File: src/rtl/crc_pkg.sv
// Shared definitions for the CRC frame receiver: default polynomial, FSM state
// encoding and a byte bit-reversal helper.
package crc_pkg;

   // CRC-16/CCITT generator polynomial, implicit x^16 term omitted
   localparam logic [15:0] CRC16_CCITT_POLY = 16'h1021;

   // Receiver FSM states
   typedef enum logic [1:0] {
      StIdle,
      StCollect,
      StHold
   } rx_state_e;

   // Reverse the bit order of a byte (LSB-first wire order to MSB-first)
   function automatic logic [7:0] bit_rev8(input logic [7:0] b);
      logic [7:0] r;
      for (int i = 0; i < 8; i++) begin
         r[i] = b[7-i];
      end
      return r;
   endfunction

endpackage

File: src/rtl/crc_byte_step.sv
// Combinational CRC update for one byte, MSB first, non-reflected.
module crc_byte_step
   import crc_pkg::*;
#(
   parameter int unsigned        CRC_W = 16,
   parameter logic [CRC_W-1:0]   POLY  = CRC_W'(CRC16_CCITT_POLY)
) (
   input  logic [CRC_W-1:0] crc_i,
   input  logic [7:0]       data_i,
   output logic [CRC_W-1:0] crc_o
);

   // Shift the eight data bits through the LFSR, data MSB first
   always_comb begin
      logic [CRC_W-1:0] c;
      c = crc_i;
      for (int i = 7; i >= 0; i--) begin
         if (c[CRC_W-1] ^ data_i[i]) begin
            c = {c[CRC_W-2:0], 1'b0} ^ POLY;
         end else begin
            c = {c[CRC_W-2:0], 1'b0};
         end
      end
      crc_o = c;
   end

endmodule

File: src/rtl/crc_frame_rx.sv
// Byte-stream frame receiver: collects PAYLOAD_BYTES payload bytes plus a
// CRC_W/8-byte CRC (MSB byte first), checks the CRC and presents the payload
// with a valid/ready handshake.
// Optional build macro CRC_FRAME_RX_TIMEOUT_EN adds an idle-gap timeout that
// discards a partial frame after TIMEOUT_CYC cycles without a byte.
module crc_frame_rx
   import crc_pkg::*;
#(
   parameter int unsigned      PAYLOAD_BYTES = 3,
   parameter int unsigned      CRC_W         = 16,
   parameter logic [CRC_W-1:0] POLY          = CRC_W'(CRC16_CCITT_POLY),
   parameter logic [CRC_W-1:0] CRC_INIT      = '0,
   parameter bit               REFLECT_IN    = 1'b1,
   parameter int unsigned      TIMEOUT_CYC   = 1024
) (
   input  logic                       clk_i,
   input  logic                       rst_ni,
   input  logic                       en_i,
   input  logic [7:0]                 byte_i,
   input  logic                       byte_valid_i,
   input  logic                       frame_ready_i,
   output logic [8*PAYLOAD_BYTES-1:0] frame_o,
   output logic                       frame_valid_o,
   output logic                       crc_err_o,
   output logic                       overrun_o,
   output logic                       timeout_o,
   output logic                       busy_o
);

   localparam int unsigned     Total   = PAYLOAD_BYTES + CRC_W / 8;
   localparam int unsigned     CntW    = $clog2(Total);
   localparam logic [CntW-1:0] LastIdx = CntW'(Total - 1);

   rx_state_e                  state_q, state_d;
   logic [CntW-1:0]            cnt_q, cnt_d;
   logic [CRC_W-1:0]           crc_q, crc_d;
   logic [8*PAYLOAD_BYTES-1:0] frame_q, frame_d;
   logic                       valid_q, valid_d;
   logic                       err_q, err_d;
   logic                       ovr_q, ovr_d;

   logic [7:0]       byte_in;
   logic             hs;
   logic             accept;
   logic [CRC_W-1:0] crc_seed;
   logic [CRC_W-1:0] crc_step;

   assign byte_in = REFLECT_IN ? bit_rev8(byte_i) : byte_i;
   assign hs      = (state_q == StHold) & frame_ready_i;
   // A handshake in HOLD frees the slot, so a byte in that cycle starts the next frame
   assign accept  = byte_valid_i & en_i &
                    ((state_q == StIdle) | (state_q == StCollect) | hs);
   // Counter is zero outside COLLECT, so byte 0 always seeds from CRC_INIT
   assign crc_seed = (cnt_q == '0) ? CRC_INIT : crc_q;

   crc_byte_step #(
      .CRC_W (CRC_W),
      .POLY  (POLY)
   ) u_crc_step (
      .crc_i  (crc_seed),
      .data_i (byte_in),
      .crc_o  (crc_step)
   );

`ifdef CRC_FRAME_RX_TIMEOUT_EN
   localparam int unsigned     TmrW    = $clog2(TIMEOUT_CYC + 1);
   localparam logic [TmrW-1:0] TmrLast = TmrW'(TIMEOUT_CYC - 1);

   logic [TmrW-1:0] tmr_q, tmr_d;
   logic            to_q, to_d;
`else
   logic unused_timeout_cyc;
   assign unused_timeout_cyc = ^TIMEOUT_CYC;
`endif

   // Next-state, byte capture, CRC update and status pulses
   always_comb begin
      state_d = state_q;
      cnt_d   = cnt_q;
      crc_d   = crc_q;
      frame_d = frame_q;
      valid_d = valid_q;
      err_d   = err_q;
      ovr_d   = 1'b0;
`ifdef CRC_FRAME_RX_TIMEOUT_EN
      tmr_d   = '0;
      to_d    = 1'b0;
`endif

      unique case (state_q)
         StIdle: begin
         end
         StCollect: begin
`ifdef CRC_FRAME_RX_TIMEOUT_EN
            if (!accept) begin
               if (tmr_q == TmrLast) begin
                  state_d = StIdle;
                  cnt_d   = '0;
                  to_d    = 1'b1;
               end else begin
                  tmr_d = tmr_q + 1'b1;
               end
            end
`endif
         end
         StHold: begin
            if (hs) begin
               state_d = StIdle;
               cnt_d   = '0;
               valid_d = 1'b0;
               err_d   = 1'b0;
            end else if (byte_valid_i && en_i) begin
               ovr_d = 1'b1;
            end
         end
         default: begin
            state_d = StIdle;
            cnt_d   = '0;
         end
      endcase

      if (accept) begin
         crc_d = crc_step;
         for (int i = 0; i < PAYLOAD_BYTES; i++) begin
            if (cnt_q == CntW'(i)) begin
               frame_d[8*(PAYLOAD_BYTES-1-i) +: 8] = byte_in;
            end
         end
         if (cnt_q == LastIdx) begin
            // Remainder over payload plus transmitted CRC is zero for a good frame
            cnt_d   = '0;
            state_d = StHold;
            valid_d = 1'b1;
            err_d   = (crc_step != '0);
         end else begin
            cnt_d   = cnt_q + 1'b1;
            state_d = StCollect;
         end
      end
   end

   // State and datapath registers, asynchronously cleared
   always_ff @(posedge clk_i or negedge rst_ni) begin
      if (!rst_ni) begin
         state_q <= StIdle;
         cnt_q   <= '0;
         crc_q   <= CRC_INIT;
         frame_q <= '0;
         valid_q <= 1'b0;
         err_q   <= 1'b0;
         ovr_q   <= 1'b0;
      end else begin
         state_q <= state_d;
         cnt_q   <= cnt_d;
         crc_q   <= crc_d;
         frame_q <= frame_d;
         valid_q <= valid_d;
         err_q   <= err_d;
         ovr_q   <= ovr_d;
      end
   end

`ifdef CRC_FRAME_RX_TIMEOUT_EN
   // Idle-gap timer and its discard pulse
   always_ff @(posedge clk_i or negedge rst_ni) begin
      if (!rst_ni) begin
         tmr_q <= '0;
         to_q  <= 1'b0;
      end else begin
         tmr_q <= tmr_d;
         to_q  <= to_d;
      end
   end

   assign timeout_o = to_q;
`else
   assign timeout_o = 1'b0;
`endif

   assign frame_o       = frame_q;
   assign frame_valid_o = valid_q;
   assign crc_err_o     = err_q;
   assign overrun_o     = ovr_q;
   assign busy_o        = (state_q != StIdle);

endmodule

File: config.mk
export PLATFORM = sky130hd
export DESIGN_NAME = crc_frame_rx
export DESIGN_NICKNAME = d
export VERILOG_FILES = /design/src/rtl/crc_pkg.sv /design/src/rtl/crc_byte_step.sv /design/src/rtl/crc_frame_rx.sv
export SDC_FILE = /design/constraint.sdc
export NUM_CORES = 1
export LEC_CHECK = 0
export ABC_AREA = 0
export BUFFER_PORTS_ARGS = -buffer_cell sky130_fd_sc_hd__buf_2
export CAP_MARGIN = 20
export CORE_UTILIZATION = 55
export DETAILED_ROUTE_END_ITERATION = 8
export PLACE_DENSITY_LB_ADDON = 0.12
export SYNTH_ARGS = -nofsm -noshare
export SYNTH_HDL_FRONTEND = slang
export SYNTH_SLANG_ARGS = --single-unit
File: constraint.sdc
create_clock -name clk_i -period 6.15 [get_ports clk_i]
set_input_delay 1.23 -clock clk_i [delete_from_list [all_inputs] [get_ports clk_i]]
set_output_delay 1.23 -clock clk_i [all_outputs]
set_load 0.01 [all_outputs]
==> key figures, run 1 <==
Power
  • Net Sw Frac: 39.8%
  • Internal: between 1 and 1.5 mW
  • Sequential power share: a little over a third
  • Clk pwr share: between 10% and 20%
  • Switching power: approximately 0.66 mW
  • Leakage Power: 1.34 nW
  • Cell Pwr Density: roughly 540 nW/µm²
  • Max VDD drop: roughly 0.26 mV
  • Combinational share of power: about half

Setup path
  • Slowest stage delay, CP: around 0.66 ns
  • Critical path launch point type: flip-flop
  • Crit path kind: reg2reg
  • Worst setup EP type: flip-flop
  • Worst EP required: around 6.3 ns
  • Reg2reg setup slack: 3.34 ns
  • CP Data Arrival Time: 2.99 ns
  • Slowest stage cell, crit path: nor2b_2
  • Maximum fanout along the worst path: 16
  • Reg2reg end: crc_err_o
  • Worst r2r src: cnt_q[0]
  • Worst R2R Path Depth: 8
  • Crit-path cells: inv_1, ha_1, nor2b_2, nor2_1, xnor2_2, nand4_1, nor4_1, a31oi_1

Synth
  • Synth warn: 0
  • Ranking of synthesized cells by area: dfrtp_1 43%, mux2_2 9.0%, xnor2_1 7.3%, o21ai_0 4.7%, nand2_1 4.2%
  • Most common cell in the netlist: dfrtp_1
  • Seq/Total Area, Yosys: a little over two fifths
  • Syn_area_per_cell: ~11 µm²
  • Cell taking the most area after synthesis: dfrtp_1
  • Count of state elements after synthesis: 48
  • Post-synth top area share: a little over two fifths
  • Synth Instances: 260
  • Post-synth EDFFs: 0
  • Syn Nets: 277
  • Post-synth top flop: dfrtp_1
  • Post-Syn Area: 2770 µm²
  • FFs w/ async S/R, synth: between 90% and 100%
  • Synth unique cells: 45
  • Top post-synthesis cells by count: 48 x dfrtp_1, 31 x nand2_1, 26 x o21ai_0

Global routing
  • Largest net degree at the start of global routing: 49
  • GR Overflow Total: 0
  • Initial antenna violation count: 0
  • Global-route usage over all layers: a little over a fifth
  • First-pass GRT wire length: 8330 µm
  • Vias in the first global route: approximately 1700

Route
  • Drt pass-1 iters: 5
  • WL final: 5180 µm
  • Initial DRC Count: about 170
  • Remaining routing DRC violations: 0
  • DR vias: approximately 1900
  • Final ANT Viol Nets: 0
  • Via density: 5.31
  • WL/cell: between 10 and 15 µm

Clock network
  • Clock Sinks: 48
  • TritonCTS Buffers: 5
  • CTS tree: done
  • H-tree depth: 2
  • Number of buffers added for setup after CTS: 0
  • CTS-repair resized insts: 0
  • Clk slew on worst S/H paths: about 0.090 ns
  • Cts hold-fix bufs: 0
  • Maximum clock path buffer count: 2
  • CTS root buffer: clkbuf_8
  • Worst-Skew Late Latency: 0.30 ns

Finish
  • Final antenna diode count: 0
  • Layout net count: around 310
  • Final instance area: 3070 µm²
  • Layout cells sized above 1: about 30%
  • Final-layout fill cell count: 424
  • Synthesis-to-finish area growth: 10.9%

Timing
  • Endpoints failing setup: 0
  • Post-layout minimum cycle time: 2.81 ns
  • WHS: 0.493 ns
  • Max Fclk: ~360 MHz
  • Hold Fails Final Rpt: 0
  • Slew margin rel.: approximately half
  • Fin. max-slew vios: 0
  • RSZ-0062 raised after global routing: no
  • Fin Setup TNS: 0 ns
  • Slew @ Worst Pin: between 0.7 and 0.8 ns
  • Clock skew: 0.00592 ns
  • Worst setup margin: roughly 3.3 ns
  • Tcrit/Tclk final: a little under half

Run
  • Max-cap viol count: 0

Placed design
  • GPL Wtd Cong: 0.755
  • Port Buffers: 40
  • DP Worst Slack: between 2 and 3 ns
  • Placed inst area: between 2000 and 3000 µm²
  • Detail Placement HPWL: between 3000 and 4000 µm

Floorplanning
  • Chip height: around 73 µm
  • Io pins: 42
  • Num rows: 25
  • Core area: between 4000 and 5000 µm²
  • Die area: roughly 5300 µm²
  • Starting Density: 57.8%
  • Die Wd: 72.9 µm

Min path
  • Min-delay src: frame_o[7]
  • Hold depth: 1
  • Hold Crit Class: reg2reg
  • Hold EP: frame_o[7]

Run status
  • Status: finished clean
==> cell type report <==
cell class                      instances  area (µm²)  area share [%]
Clock buffer                            5        68.8            2.24
Multi-Input combinational cell        188        1410            45.9
Inverter                                4        15.0           0.489
Sequential cell                        48        1200            39.1
Clock inverter                          3        42.5            1.39
Timing Repair Buffer                   42         248            8.07
Tap cell                               67        83.8            2.73
==> per-layer routing <==
layer | GRT usage (%) | share of wire [%]
met5 | 0 | 0
met4 | 6.54 | 0.31
met3 | 4.83 | 3.7
met2 | 31.6 | 46
met1 | 30.5 | 50
==> metrics by stage <==
step	cells	power, mW	util [%]
6_report	357	1.67	64.1
5_1_grt	357	1.79	64.1
4_1_cts	355	1.68	63.1
2_1_floorplan	260	1.27	-
3_5_place_dp	347	1.44	60.8
3_3_place_gp	347	1.43	60.8
==> cell families after synthesis <==
family | Yosys count | synth area share (%)
other | 1 | 0.136
buffers and inverters | 24 | 5.61
AND/OR/NAND/NOR | 72 | 13.7
AO/OA/AOI/OAI | 48 | 10.1
XOR/XNOR | 39 | 15.5
flip-flops | 48 | 43.4
multiplexers | 24 | 9.77
adder cells (fa/ha/maj) | 4 | 1.81
==> power groups by stage <==
stage	clock network [mW]	logic, mW	registers (mW)
floorplan	0	0.683	0.587
global placement	0	0.829	0.598
detailed placement	0	0.843	0.600
CTS	0.235	0.847	0.596
global route	0.243	0.924	0.618
finish	0.229	0.844	0.595
==> critical path, delay by kind of cell, from the launching register on <==
kind | cells | cell delay, ns
buffers and inverters | 1 | 0.10
DFF | 1 | 0.43
and+or+nand+nor | 4 | 1.33
AOI/OAI and AO/OA | 1 | 0.13
adders and majority gates | 1 | 0.26
xor gates and xnor gates | 1 | 0.42
==> layout by cell type (no fill, tap or decap), types with 2 or more instances in the layout <==
cell type | netlist | final
dfrtp_1 | 48 | 48
buf_2 | 4 | 40
nand2_1 | 31 | 31
o21ai_0 | 26 | 26
xnor2_1 | 23 | 23
mux2_2 | 22 | 22
nor2_1 | 14 | 14
xnor2_2 | 7 | 7
xor2_1 | 7 | 7
a21oi_1 | 7 | 7
nor3_1 | 5 | 5
clkbuf_8 | 0 | 5
inv_1 | 4 | 4
nand4_1 | 4 | 4
ha_1 | 4 | 4
nand2b_1 | 3 | 3
a31oi_1 | 3 | 3
o32ai_1 | 2 | 2
nor4bb_1 | 2 | 2
nor4_1 | 2 | 2
nor3b_4 | 2 | 2
mux2_1 | 2 | 2
o22ai_1 | 2 | 2
==> registers in the layout, indices dropped and copies added, names as in the netlist <==
signal and cells:
frame_o 24, overrun_o 1, state_q 2, frame_valid_o 1, crc_err_o 1, crc_q 16, cnt_q 3
==> worst max path at each step <==
stage                      start         end  cells after the start
global route            cnt_q[0]   crc_err_o                      8
CTS                     cnt_q[0]   crc_err_o                      8
finish                  cnt_q[0]   crc_err_o                      8
detailed placement  byte_valid_i  frame_o[3]                      5
global placement    byte_valid_i  frame_o[5]                      5
floorplan              byte_i[6]   crc_err_o                      7
No activity file was read; power rests on OpenSTA's default activity.
==> inputs of run 2 (changes only) <==
CORE_UTILIZATION = 51   (was 55)
clock period = 2.5 ns   (was 6.15 ns; I/O delays follow)
==> key figures, run 2 (same netlist as run 1, synthesis figures left out) <==
Finish
  • Synthesis-to-finish area growth: 13.5%
  • Layout cells sized above 1: about a third
  • Final-layout fill cell count: 450
  • Final core occ: between 60% and 70%
  • Commonest cells after routing, fill and taps aside: 48 x dfrtp_1, 40 x buf_2, 31 x nand2_1
  • Largest register FFs: 24
  • Layout net count: around 320
  • Commonest non-fill, non-tap cell in the layout: dfrtp_1
  • Final antenna diode count: 0
  • Cell Count, Final, Fillers Out: around 370

Run status
  • Status: finished clean

Clock network
  • Clock Sinks: between 40 and 50
  • Worst-Skew Late Latency: ~0.31 ns
  • Maximum clock path buffer count: 2
  • H-tree depth: 2
  • Cts hold-fix bufs: 0
  • Number of buffers added for setup after CTS: 0
  • CTS-repair resized insts: 0
  • CTS tree: done
  • TritonCTS Buffers: 5
  • CTS root buffer: clkbuf_8
  • Clk slew on worst S/H paths: 0.10 ns

Floorplanning
  • Num rows: 26
  • Core area: 5170 µm²
  • Starting Density: between 50% and 60%
  • Die Wd: between 70 and 80 µm
  • Chip height: about 76 µm
  • Die area: 5720 µm²
  • Io pins: 42

Route
  • Final ANT Viol Nets: 0
  • Drt pass-1 iters: 4
  • WL final: roughly 5600 µm
  • Initial DRC Count: 69
  • WL/cell: about 15 µm
  • DR vias: ~2000
  • Remaining routing DRC violations: 0
  • Via density: approximately 5.3

Timing
  • Post-layout minimum cycle time: approximately 2.2 ns
  • Hold Fails Final Rpt: 0
  • Fin Setup TNS: 0 ns
  • Max Fclk: between 400 and 500 MHz
  • Endpoints failing setup: 0
  • RSZ-0062 raised after global routing: no
  • Tcrit/Tclk final: 87.3%
  • WHS: approximately 0.17 ns
  • Slew @ Worst Pin: 0.517 ns
  • Slew margin rel.: around two thirds
  • Fin. max-slew vios: 0
  • Clock skew: ~0.0073 ns
  • Worst setup margin: ~0.32 ns

Global routing
  • Vias in the first global route: about 1800
  • Global-route usage over all layers: between 20% and 30%
  • Initial antenna violation count: 0
  • Largest net degree at the start of global routing: 31
  • First-pass GRT wire length: about 9000 µm
  • GR Overflow Total: 0

Setup path
  • Critical path launch point type: flip-flop
  • Worst EP required: 2.69 ns
  • Maximum fanout along the worst path: 8
  • Slowest stage delay, CP: 0.43 ns
  • Crit-path cells: inv_1, ha_1, nor2b_2, buf_4, nor2_1, xnor2_2, nand4_1, nor4_1, a31oi_1
  • CP Data Arrival Time: 2.37 ns
  • Crit path kind: reg2reg
  • Slowest stage cell, crit path: dfrtp_1
  • Worst setup EP type: flip-flop

Power
  • Leakage Power: 1.39 nW
  • Cell Pwr Density: 1370 nW/µm²
  • Max VDD drop: approximately 0.61 mV

Placed design
  • Detail Placement HPWL: roughly 4100 µm
  • Placed cell count: between 300 and 400
  • GPL Wtd Cong: 0.846
  • Port Buffers: 40
  • DP Worst Slack: roughly 0.34 ns

Run
  • Max-cap viol count: 0

Min path
  • Hold Crit Class: in2async
run 2: cell types whose count changed in the layout (fill, tap and decap cells not counted):
cell	delta
buf_12	-1
buf_16	-1
buf_4	+14
clkbuf_8	+1
clkinv_2	-1
clkinv_4	+1
clkinvlp_4	-1
run 2: final cells by class:
class	instances	area, µm²	area share (%)
Multi-Input combinational cell	188	1410	44.9
Sequential cell	48	1200	38.2
Timing Repair Buffer	54	305	9.72
Tap cell	70	87.6	2.79
Clock buffer	6	82.6	2.63
Clock inverter	2	38.8	1.24
Inverter	4	15.0	0.478
run 2: critical path: cells and delay by family, from the launching register on:
| kind | cells | cell delay (ns) |
|---|---|---|
| compound gates | 1 | 0.12 |
| xor+xnor | 1 | 0.17 |
| fa+ha+maj | 1 | 0.18 |
| buf+inv | 2 | 0.33 |
| flops | 1 | 0.43 |
| simple gates | 4 | 0.84 |
run 2: routing by layer:
metal	vias up	global-route usage, %	part of all wire, %
li1	967	-	-
met1	947	31.3	51
met2	41	33.7	45
met3	4	4.23	3.8
met4	0	4.94	0.75
met5	-	0	0
run 2: power by group:
group	switching, mW	internal, mW
combinational	1.09	1.16
clock	0.281	0.328
sequential	0.317	1.14
run 2: path summary, 6_finish.rpt:
kind	to	depth (start not counted)	startpoint	slack, ns
max	crc_err_o	9	cnt_q[0]	0.32
min	crc_q[3]	2	rst_ni	0.17
max reg2reg	crc_err_o	9	cnt_q[0]	0.32
min reg2reg	frame_o[2]	1	frame_o[2]	0.50
max in group asynchronous	frame_o[23]	2	rst_ni	2.06
min in group clk_i	frame_o[3]	2	byte_i[4]	0.49
run 2: per-stage QoR:
| step | instance area [µm²] | total power, mW |
|---|---|---|
| after detailed placement | 3020 | 3.73 |
| after global routing | 3140 | 4.64 |
| after CTS | 3140 | 4.35 |
| after floorplan | 2770 | 3.12 |
| after global placement | 3020 | 3.69 |
| final | 3140 | 4.31 |
==> inputs of run 3 (changes only) <==
CORE_UTILIZATION = 55   (was 51)
SYNTH_HIERARCHICAL = 1   (was unset)
clock period = 2.4 ns   (was 2.5 ns; I/O delays follow)
==> key figures, run 3 <==
Placed design
  • Port Buffers: 40
  • DP Worst Slack: -0.0341 ns
  • Placed cell count: roughly 270
  • GPL Wtd Cong: slightly above 0.8
  • Detail Placement HPWL: about 3600 µm

Clock network
  • Cts hold-fix bufs: 0
  • H-tree depth: 2
  • TritonCTS Buffers: 5
  • CTS tree: done
  • Clk slew on worst S/H paths: 0.09 ns
  • Clock Sinks: 48
  • CTS root buffer: clkbuf_8
  • Maximum clock path buffer count: 2
  • Worst-Skew Late Latency: roughly 0.3 ns

Timing
  • Endpoints failing setup: 0
  • Worst setup margin: 0.0886 ns
  • Hold Fails Final Rpt: 0
  • Slew @ Worst Pin: 0.613 ns
  • Tcrit/Tclk final: 96.3%
  • Clock skew: between 0.006 and 0.007 ns
  • Post-layout minimum cycle time: between 2 and 2.5 ns
  • Max Fclk: 433 MHz
  • Fin. max-slew vios: 0
  • Slew margin rel.: 59.1%

Floorplanning
  • Chip height: 69.7 µm
  • Num rows: 24
  • Starting Density: between 50% and 60%
  • Die area: a little under 5000 µm²
  • Io pins: 42
  • Core area: around 4400 µm²
  • Die Wd: 69.7 µm

Setup path
  • Worst R2R Path Depth: 9
  • Reg2reg end: crc_err_o
  • Reg2reg setup slack: 0.09 ns
  • Critical path launch point type: flip-flop
  • Worst setup EP type: flip-flop
  • Crit path kind: reg2reg
  • Worst r2r src: cnt_q[1]
  • CP Data Arrival Time: ~2.5 ns
  • Worst EP required: roughly 2.6 ns
  • Maximum fanout along the worst path: 6

Finish
  • Layout net count: around 260
  • Final-layout fill cell count: 319
  • Commonest cells after routing, fill and taps aside: 48 x dfrtp_1, 40 x mux2_2, 40 x buf_2
  • Final core occ: a little over two thirds
  • Synthesis-to-finish area growth: 22.9%
  • Cell Count, Final, Fillers Out: 294
  • Final antenna diode count: 0
  • Largest register FFs: 24
  • Commonest non-fill, non-tap cell in the layout: dfrtp_1
  • Layout cells sized above 1: 55.4%

Power
  • Max VDD drop: between 0.7 and 0.8 mV
  • Leakage Power: around 1.4 nW
  • Cell Pwr Density: approximately 1700 nW/µm²
  • Power Total: 5.14 mW

Global routing
  • Vias in the first global route: around 1600
  • Initial antenna violation count: 0
  • Largest net degree at the start of global routing: 33
  • Global-route usage over all layers: a little over a fifth
  • First-pass GRT wire length: about 7900 µm
  • GR Overflow Total: 0

Synth
  • Ranking of synthesized cells by area: dfrtp_1 48%, mux2_2 18%, xnor3_1 4.5%, and2_1 4.2%, xor3_1 2.8%
  • Syn_area_per_cell: roughly 14 µm²
  • Post-synth top flop: dfrtp_1
  • Cell taking the most area after synthesis: dfrtp_1
  • Post-synth top area share: about 48%
  • Most common cell in the netlist: dfrtp_1
  • Post-Syn Area: approximately 2500 µm²
  • Seq/Total Area, Yosys: a little under half
  • FFs w/ async S/R, synth: between 90% and 100%
  • Count of state elements after synthesis: 48
  • Syn Nets: approximately 200
  • Post-synth EDFFs: 0
  • Synth warn: 6
  • Synth unique cells: 40
  • Top post-synthesis cells by count: 48 x dfrtp_1, 40 x mux2_2, 17 x and2_1
  • Synth Instances: 180

Route
  • Final ANT Viol Nets: 0
  • Remaining routing DRC violations: 0
  • WL final: roughly 5000 µm
  • Via density: 5.43
  • Initial DRC Count: between 80 and 90
  • Drt pass-1 iters: 6
  • WL/cell: 16.9 µm
  • DR vias: about 1600

Min path
  • Hold Crit Class: in2async

Run status
  • Status: finished clean

Run
  • Max-cap viol count: 0
-- run 3: changes by cell type in the layout (fill, tap and decap cells not counted), sizes merged, moves of 5 or more --
cell	delta
a21oi	-5
and2	+17
buf	+5
mux2	+16
nand2	-28
nor2	-13
o21ai	-25
xnor2	-19
xnor3	+5
-- run 3: cell type report --
cell class | instances | area, µm² | area share (%)
inverter | 5 | 18.8 | 0.605
tap | 52 | 65.1 | 2.10
sequential | 48 | 1200 | 38.7
timing repair buffer | 59 | 343 | 11.1
multi-input combinational | 122 | 1380 | 44.4
clock buffer | 6 | 82.6 | 2.66
clock inverter | 2 | 15.0 | 0.484
-- run 3: repair_timing --
action	CTS	global route
cloned	0	1
pin swaps	4	16
buffers inserted	2	12
setup endpoints to repair	1	1
resized for setup	1	14
-- run 3: stage by stage --
stage	setup TNS (ns)	hold slack [ns]	area, µm²
after floorplan	0	0.184	2550
after global placement	0	0.416	2810
after detailed placement	-0.0341	0.420	2810
after CTS	0	0.0897	2920
after global routing	-0.0311	0.117	3100
final	0	0.0861	3100
-- run 3: report_power, final --
part	total (mW)	leakage [nW]	internal [mW]	switching, mW
logic	3.23	0.819	1.84	1.39
clock network	0.497	0.0434	0.233	0.263
registers	1.42	0.577	1.20	0.211
-- run 3: worst max-delay path by stage --
stage / start / slack, ns / end / cells past startpoint
after floorplan: cnt_q[1] / 0.03 / crc_err_o / 10
after global placement: cnt_q[1] / 0.06 / crc_err_o / 9
after detailed placement: cnt_q[1] / -0.03 / crc_err_o / 9
after CTS: cnt_q[1] / 0.01 / crc_err_o / 9
after global routing: cnt_q[1] / -0.03 / crc_err_o / 9
final: cnt_q[1] / 0.09 / crc_err_o / 9
-- run 3: cell families (layout without fill, tap and decap cells) --
family / Yosys count / count (layout) / synth area share [%]
and+or+nand+nor: 37 / 38 / 9.12
other: 1 / 1 / 0.149
buffers and inverters: 11 / 72 / 2.38
adders and majority gates: 4 / 4 / 1.98
DFF: 48 / 48 / 47.6
AOI/OAI and AO/OA: 14 / 14 / 5.30
xor gates and xnor gates: 24 / 24 / 15.2
muxes: 41 / 41 / 18.2
-- run 3: critical path, cell delays in order, from the launching register on --
cell and delay, ns:
dfrtp_1 0.42, inv_2 0.10, ha_4 0.17, nand2b_2 0.11
and2_4 0.20, xnor2_4 0.25, xnor3_1 0.39, nor4_2 0.25
and4_1 0.21, mux2i_1 0.07
-- run 3: layer usage --
metal	vias up	wire (µm)	track usage, %
met3	2	172	5.09
met5	-	0	0
li1	755	-	-
met2	32	2440	33.4
met1	806	2340	28.7
met4	0	25	6.89
